--- config.mk ---
export PLATFORM = sky130hd
export DESIGN_NAME = next_pc_predictor
export DESIGN_NICKNAME = d
export VERILOG_FILES = /design/src/rtl/next_pc_predictor.sv
export SDC_FILE = /design/constraint.sdc
export NUM_CORES = 2
export LEC_CHECK = 0
export BUFFER_PORTS_ARGS = -buffer_cell sky130_fd_sc_hd__clkbuf_2
export CAP_MARGIN = 20
export CORE_ASPECT_RATIO = 1.2
export CORE_UTILIZATION = 63
export DETAILED_ROUTE_END_ITERATION = 10
export HOLD_SLACK_MARGIN = 0.05
export PLACE_DENSITY = 0.78
export SLEW_MARGIN = 30
export SYNTH_ARGS = -nofsm -noshare
export SYNTH_HDL_FRONTEND = slang
export SYNTH_SLANG_ARGS = --single-unit
--- constraint.sdc ---
create_clock -name clk -period 9.87 [get_ports clk]
set_clock_uncertainty 0.2 [all_clocks]
set_input_delay 0.987 -clock clk [delete_from_list [all_inputs] [get_ports clk]]
set_output_delay 0.987 -clock clk [all_outputs]
set_load 0.01 [all_outputs]
--- src/rtl/next_pc_predictor.sv ---
// Next-PC predictor: direct-mapped BTB with 2-bit saturating counters, EX-stage training and redirect.
// Optional gshare indexing with a non-speculative global history register is enabled by GSHARE_EN.
module next_pc_predictor #(
  parameter int IDX_BITS  = 5,
  parameter int HIST_BITS = 5
) (
  input  logic                 clk,
  input  logic                 reset,
  input  logic [31:0]          current_pc,
  output logic [31:0]          next_pc,
  output logic                 pred_taken,
  output logic [HIST_BITS-1:0] pred_hist,
  input  logic                 ex_update,
  input  logic [31:0]          ex_pc,
  input  logic                 ex_taken,
  input  logic [31:0]          ex_target,
  input  logic [HIST_BITS-1:0] ex_hist,
  input  logic                 ex_mispredict,
  input  logic [31:0]          ex_correct_pc,
  output logic                 pc_redirect
);

  localparam int ENTRIES  = 1 << IDX_BITS;
  localparam int TAG_BITS = 32 - IDX_BITS - 2;

  logic                valid_q  [ENTRIES];
  logic [TAG_BITS-1:0] tag_q    [ENTRIES];
  logic [31:0]         target_q [ENTRIES];
  logic [1:0]          ctr_q    [ENTRIES];

  logic [IDX_BITS-1:0] p_idx;
  logic [IDX_BITS-1:0] u_idx;
  logic                p_hit;
  logic                u_hit;
  logic                wr_en;
  logic                wr_alloc;
  logic [1:0]          ctr_d;

`ifdef GSHARE_EN
  logic [HIST_BITS-1:0] bhr_q;
  logic [HIST_BITS-1:0] bhr_d;
  logic                 unused_bits;

  assign p_idx       = current_pc[IDX_BITS+1:2] ^ IDX_BITS'(bhr_q);
  assign u_idx       = ex_pc[IDX_BITS+1:2] ^ IDX_BITS'(ex_hist);
  assign pred_hist   = bhr_q;
  assign unused_bits = ^ex_pc[1:0];

  // History follows resolved outcomes only, so it never needs repair on a mispredict.
  always_comb begin
    bhr_d = bhr_q;
    if (ex_update) bhr_d = {bhr_q[HIST_BITS-2:0], ex_taken};
  end

  always_ff @(posedge clk) begin
    if (reset) bhr_q <= '0;
    else       bhr_q <= bhr_d;
  end
`else
  logic unused_bits;

  assign p_idx       = current_pc[IDX_BITS+1:2];
  assign u_idx       = ex_pc[IDX_BITS+1:2];
  assign pred_hist   = '0;
  assign unused_bits = ^{ex_hist, ex_pc[1:0]};
`endif

  assign p_hit       = valid_q[p_idx] && (tag_q[p_idx] == current_pc[31:IDX_BITS+2]);
  assign pred_taken  = p_hit & ctr_q[p_idx][1];
  assign pc_redirect = ex_mispredict;

  always_comb begin
    if (ex_mispredict)   next_pc = ex_correct_pc;
    else if (pred_taken) next_pc = target_q[p_idx];
    else                 next_pc = current_pc + 32'd4;
  end

  assign u_hit = valid_q[u_idx] && (tag_q[u_idx] == ex_pc[31:IDX_BITS+2]);

  // NOTE: every output of a combinational block gets a default first, so no path leaves it holding a latched value.
  always_comb begin
    wr_en    = 1'b0;
    wr_alloc = 1'b0;
    ctr_d    = ctr_q[u_idx];
    if (ex_update) begin
      if (u_hit) begin
        wr_en = 1'b1;
        if (ex_taken) ctr_d = (ctr_q[u_idx] == 2'b11) ? 2'b11 : ctr_q[u_idx] + 2'd1;
        else          ctr_d = (ctr_q[u_idx] == 2'b00) ? 2'b00 : ctr_q[u_idx] - 2'd1;
      end else if (ex_taken) begin
        wr_en    = 1'b1;
        wr_alloc = 1'b1;
        ctr_d    = 2'b10;
      end
    end
  end

  // NOTE: state is written with non-blocking assignments so every read in this cycle sees pre-edge contents.
  always_ff @(posedge clk) begin
    if (reset) begin
      for (int i = 0; i < ENTRIES; i++) begin
        valid_q[i] <= 1'b0;
        ctr_q[i]   <= 2'b01;
      end
    end else if (wr_en) begin
      ctr_q[u_idx] <= ctr_d;
      if (wr_alloc) valid_q[u_idx] <= 1'b1;
    end
  end

  // NOTE: tag and target are qualified by valid, so this storage has no reset and can map onto plain RAM.
  always_ff @(posedge clk) begin
    if (!reset && wr_en && ex_taken) begin
      target_q[u_idx] <= ex_target;
      tag_q[u_idx]    <= ex_pc[31:IDX_BITS+2];
    end
  end

endmodule
[Yosys cells after proc, flatten, opt, wreduce, memory -nomap -nowiden]
Memory sizes are Yosys's and may differ from the RTL's.
Cells that the tools add are included.
Storage, ports and cells
  memory bits (writable): 1920
  bits in registers: 0
  output and inout bits: 39
  memories: 4
Memories
  target_q: words 32, bits a word 32, read ports 1, clocked after Yosys merged registers in 0, write ports 1, line 28  | logic [31:0] target_q [ENTRIES];
  tag_q: words 32, bits a word 25, read ports 2, clocked after Yosys merged registers in 0, write ports 1, line 27  | logic [TAG_BITS-1:0] tag_q [ENTRIES];
  ctr_q: words 32, bits a word 2, read ports 2, clocked after Yosys merged registers in 0, write ports 32, line 29  | logic [1:0] ctr_q [ENTRIES];
  valid_q: words 32, bits a word 1, read ports 2, clocked after Yosys merged registers in 0, write ports 32, line 26  | logic valid_q [ENTRIES];
Cells by class
  add/subtract/negate cells: 3
  equal/unequal tests: 3
  bitwise operators: 1
  mux-type cells: 30
  reductions and logical operators: 8
Operators by type and width (number)
  2-to-1 mux 32 bit: 2
  equality test 25 bit: 2
  adder 32 x 3 -> 32 bit (second input constant): 1
  2-to-1 mux 1 bit: 19
  2-to-1 mux 2 bit: 7
  2-to-1 mux 5 bit: 2
  logical AND 1 bit: 4
  adder 2 x 1 -> 2 bit (second input constant): 1
  equality test 2 bit (second input constant): 1
  zero test 2 bit: 1
  OR reduction 2 bit: 1
  subtractor 2 x 1 -> 2 bit (second input constant): 1
  bitwise AND 1 bit: 1
  zero test 1 bit: 1
  OR reduction 1 bit: 1

[Longest topological paths before layout]
An unclocked memory read counts as a cell.
  depth after elaboration: 11
  gate-level depth with buffers: 17
  mapped depth without buffers: 11

[Worst setup path before layout]
OpenSTA, ideal clock, no wires.
  path type: in2reg
  start: input ex_pc[3]
  end: memory tag_q[3][0] in the netlist's numbering (enable)
  library setup time: 0.542 ns
  required time: 9.128 ns
  stages: 9
  arrival time: 6.401 ns
  setup slack: 2.727 ns
  buffers on the path: 7
  path through: buf_2 buf_6 buf_4 buf_4 buf_2 buf_2 buf_2 nand2_1 nor3_1
On the way
  longest elaborated chain between the ends: 9
  elaborated cells between the ends (all ways): 10
Ends and longest elaborated chain
  from (decl): line 14  | input logic [31:0] ex_pc,
  memory read (32 x 25 bit)
  equality test 25 bit: line 78  | assign u_hit = valid_q[u_idx] && (tag_q[u_idx] == ex_pc[31:IDX_BITS+2]);
  logical AND 1 bit: line 78
  2-to-1 mux 1 bit: line 86  | if (u_hit) begin
  2-to-1 mux 1 bit: line 85  | if (ex_update) begin
  logical AND 1 bit (2 in series): line 113  | if (!reset && wr_en && ex_taken) begin
  2-to-1 mux 1 bit: line 113
  2-to-1 mux 1 bit (implied by the code): line 115  | tag_q[u_idx] <= ex_pc[31:IDX_BITS+2];
  to (decl): line 27
Several ways; a longest one is shown, not always the timed one.

[Final worst setup path]
  start: input current_pc[2]
  end: output next_pc[12]
On the way
  longest elaborated chain between the ends: 6
  elaborated cells between the ends (all ways): 10
Ends and longest elaborated chain
  from (decl): line 9  | input logic [31:0] current_pc,
  memory read (32 x 25 bit)
  equality test 25 bit: line 68  | assign p_hit = valid_q[p_idx] && (tag_q[p_idx] == current_pc[31:IDX_BITS+2]);
  logical AND 1 bit: line 68
  bitwise AND 1 bit: line 69  | assign pred_taken = p_hit & ctr_q[p_idx][1];
  2-to-1 mux 32 bit (*): line 74  | else if (pred_taken) next_pc = target_q[p_idx];
  2-to-1 mux 32 bit (*): line 73  | if (ex_mispredict) next_pc = ex_correct_pc;
  to (decl): line 10  | output logic [31:0] next_pc,
Every way passes the cells marked *; elsewhere a longest branch is shown, timed or not.

==> implementation parameters <==
Parameter                              Value

Setup path
  Kind of critical path    input port to output pin
  Largest fanout of any net on the critical path    74
  Crit. Startpoint    current_pc[2]
  Worst R2R Setup Slack    5.00 ns
  Crit path launch type    input port
  Endpoint of the most critical setup path    next_pc[12]
  Required time reported for the critical path endpoint    8.68 ns
  Register-to-Register Path Depth    10
  Arr. time, crit path    6.47 ns
  Critical register-to-register path endpoint    ctr_q[28][0]$_SDFFCE_PN1P_
  Category of the worst setup path capture point    output pin
  Worst r2r src    tag_q[7][23]$_DFFE_PP_

CTS
  Count of clock tree sinks    1920
  Buffer cell driving the clock tree root    sky130_fd_sc_hd__clkbuf_16
  Clock slew at the register clock pins of the worst setup and hold paths    0.06 ns
  Clock tree from TritonCTS    done
  Clock insertion delay at the later pin of the skew report    0.83 ns
  Number of H-tree levels    4
  Number of buffers created by CTS    178
  Post-CTS Setup Repair Bufs    0
  Post-cts resize count    0
  Maximum clock insertion buffer count    3
  Cts-stage hold buffer count    0

STA
  Portion of the clock cycle consumed by the worst path in the final layout    77.6%
  Maximum clock frequency    131 MHz
  Number of hold violations in the final report    0
  Tmin final    7.66 ns
  Final max-slew violation count    0
  Setup repair after global routing missed its margin    false
  Worst max-slew margin expressed relative to the limit    26.8%
  Total Negative Setup Slacks    0 ns
  Total of endpoints with negative setup slack in the final report    0
  Least-Margin Pin Slew    1.10 ns

Route
  Drt pass-1 iters    6
  Remaining DRCs    0
  ANT nets after route    0
  DR iter-0 viols    8242
  Via count of the routed design    48000
  Via density per instance    7.72
  Final routed wirelength across all metal layers    249 mm
  Avg WL per Cell    40.0 um

Cells and area
  Fraction of layout instances using a drive strength above 1    28.7%
  Most common cell after layout, fill and taps aside    sky130_fd_sc_hd__edfxtp_1
  Most frequent cells in the layout    sky130_fd_sc_hd__edfxtp_1 (1888), sky130_fd_sc_hd__mux4_2 (627), sky130_fd_sc_hd__mux2i_1 (306)
  Synth-to-layout area growth    10.5%
  Final net count    4508
  Final Cell Area    0.0914 mm^2
  Layout filler cell count    7691

Yosys
  Syn avg cell area    19.7 um^2
  Unique masters post-synth    76
  Sequential fraction of the synthesis area    69.4%
  Combined area of all synthesized cells    0.0827 mm^2
  Synth Instances    4190
  Top flip-flop cell by instance count after synthesis    sky130_fd_sc_hd__edfxtp_1
  EDFF count, synth    1888
  Register bit total from synthesis    1920
  Number of warnings printed during yosys synthesis    0
  Async set-reset flop share out of synthesis    0%

Place
  Routability Congestion    0.927
  Area post-placement    0.0855 mm^2
  Number of port buffers    164
  Total half-perimeter wirelength after legalization and detailed placement    134 mm

Run
  Number of maximum-capacitance violations    0

Global route
  Maximum number of pins on one net before global-route repair    132
  Number of antenna violations at the first check in global routing    24
  Total congestion overflow after global routing    0
  First-pass GRT wire length    347 mm
  Overall routing resource usage    37.9%
  Via count of the first global-routing pass    47400

Die
  Core Area    0.130 mm^2
  Initial core utilization    63.5%
  Die Span Y    399 um
  Die Outline Area    0.133 mm^2
  I/O pin cnt    177
  Core Rows    145
  Die extent in x    333 um

Power
  Lkg Pwr    29.1 nW
  Peak supply drop    0.000329 V
  Power per Cell Area    188 mW/mm^2

Outcome
  Outcome    finished, final reports clean

Hold path
  Worst hold path type    register to register
-- flip-flops by register name (all words and copies together), names as in the netlist --
signal,flops
target_q,1024
tag_q,800
ctr_q,64
valid_q,32
-- metal layers --
layer	track usage, %	vias up	wire, um
met5	0	-	154
met4	22.3	24	16700
met3	11.1	986	35700
met2	58.0	4525	115000
met1	48.8	24400	80800
li1	-	18100	-
-- kinds of logic after synthesis --
kind of cell | after synthesis | share of synthesized area, %
AOI/OAI and AO/OA | 414 | 3.62
xor gates and xnor gates | 73 | 0.773
adders and majority gates | 1 | 0.0151
buffers and inverters | 337 | 2.16
DFF | 1920 | 69.4
muxes | 965 | 21.2
other | 1 | 0.00454
and+or+nand+nor | 479 | 2.85
-- critical path: stages --
cell and delay, ns:
sky130_fd_sc_hd__buf_8 0.53, sky130_fd_sc_hd__buf_4 0.62, sky130_fd_sc_hd__buf_4 0.48, sky130_fd_sc_hd__mux2i_1 0.15, sky130_fd_sc_hd__a221oi_1 0.33, sky130_fd_sc_hd__nor3_1 0.08
sky130_fd_sc_hd__nor4_1 0.89, sky130_fd_sc_hd__xnor2_1 0.20, sky130_fd_sc_hd__nand4_1 0.21, sky130_fd_sc_hd__nor4_4 0.50, sky130_fd_sc_hd__buf_4 0.46, sky130_fd_sc_hd__mux2i_1 0.52
sky130_fd_sc_hd__o21ai_1 0.11, sky130_fd_sc_hd__clkbuf_2 0.16
-- layout make-up --
| type | count | area, um^2 | share of cell area, % |
|---|---|---|---|
| diodes | 9 | 22.5 | 0.0246 |
| clock buffers | 217 | 4750 | 5.20 |
| clock inverters | 114 | 1110 | 1.22 |
| inverters | 42 | 159 | 0.174 |
| multi-input cells | 1937 | 23800 | 26.1 |
| flip-flops and latches | 1920 | 57300 | 62.8 |
| well taps | 1690 | 2110 | 2.31 |
| repair buffers | 290 | 2050 | 2.24 |
-- synthesized netlist by cell type, types with 39 or more instances --
| cell | n | share of area, % |
|---|---|---|
| sky130_fd_sc_hd__a22oi_1 | 111 | 1.0 |
| sky130_fd_sc_hd__buf_2 | 88 | 0.53 |
| sky130_fd_sc_hd__buf_4 | 39 | 0.35 |
| sky130_fd_sc_hd__clkbuf_1 | 114 | 0.52 |
| sky130_fd_sc_hd__edfxtp_1 | 1888 | 69 |
| sky130_fd_sc_hd__mux2i_1 | 306 | 3.7 |
| sky130_fd_sc_hd__mux4_2 | 627 | 17 |
| sky130_fd_sc_hd__nand2_1 | 133 | 0.60 |
| sky130_fd_sc_hd__nand3_1 | 97 | 0.59 |
| sky130_fd_sc_hd__nor2_1 | 95 | 0.43 |
| sky130_fd_sc_hd__o21ai_0 | 40 | 0.24 |
| sky130_fd_sc_hd__o22ai_1 | 80 | 0.61 |
| sky130_fd_sc_hd__xor2_1 | 47 | 0.50 |
-- where the power goes --
part           leakage (nW)  switching [W]  internal (W)
clock network          2.87        0.00304       0.00393
registers              17.2      0.0000157       0.00899
logic                  9.05       0.000730      0.000440
total                  29.1        0.00379        0.0134
-- how the worst min path moves through the flow --
stage                           to                start  slack (ns)  cells after the start
2_1_floorplan   valid_q[3]$_DFF_P_   valid_q[3]$_DFF_P_        0.25                      2
3_3_place_gp    valid_q[3]$_DFF_P_   valid_q[3]$_DFF_P_        0.27                      2
3_5_place_dp    valid_q[3]$_DFF_P_   valid_q[3]$_DFF_P_        0.27                      2
4_1_cts         valid_q[6]$_DFF_P_   valid_q[6]$_DFF_P_        0.29                      2
5_1_grt        valid_q[31]$_DFF_P_  valid_q[31]$_DFF_P_        0.30                      2
6_report        valid_q[6]$_DFF_P_   valid_q[6]$_DFF_P_        0.29                      2
-- metrics by stage --
| step | std cells | total power, W | utilization, % | hold slack [ns] | setup WS, ns |
|---|---|---|---|---|---|
| floorplan | 4194 | 0.00988 | - | 0.250 | 2.73 |
| global placement | 5872 | 0.0103 | 65.5 | 0.268 | 2.43 |
| detailed placement | 5878 | 0.0103 | 65.6 | 0.273 | 2.34 |
| CTS | 6209 | 0.0171 | 70.1 | 0.286 | 2.32 |
| global route | 6214 | 0.0175 | 70.1 | 0.296 | 2.04 |
| finish | 6219 | 0.0171 | 70.1 | 0.285 | 2.21 |
Power figures use the tool's default switching activity.
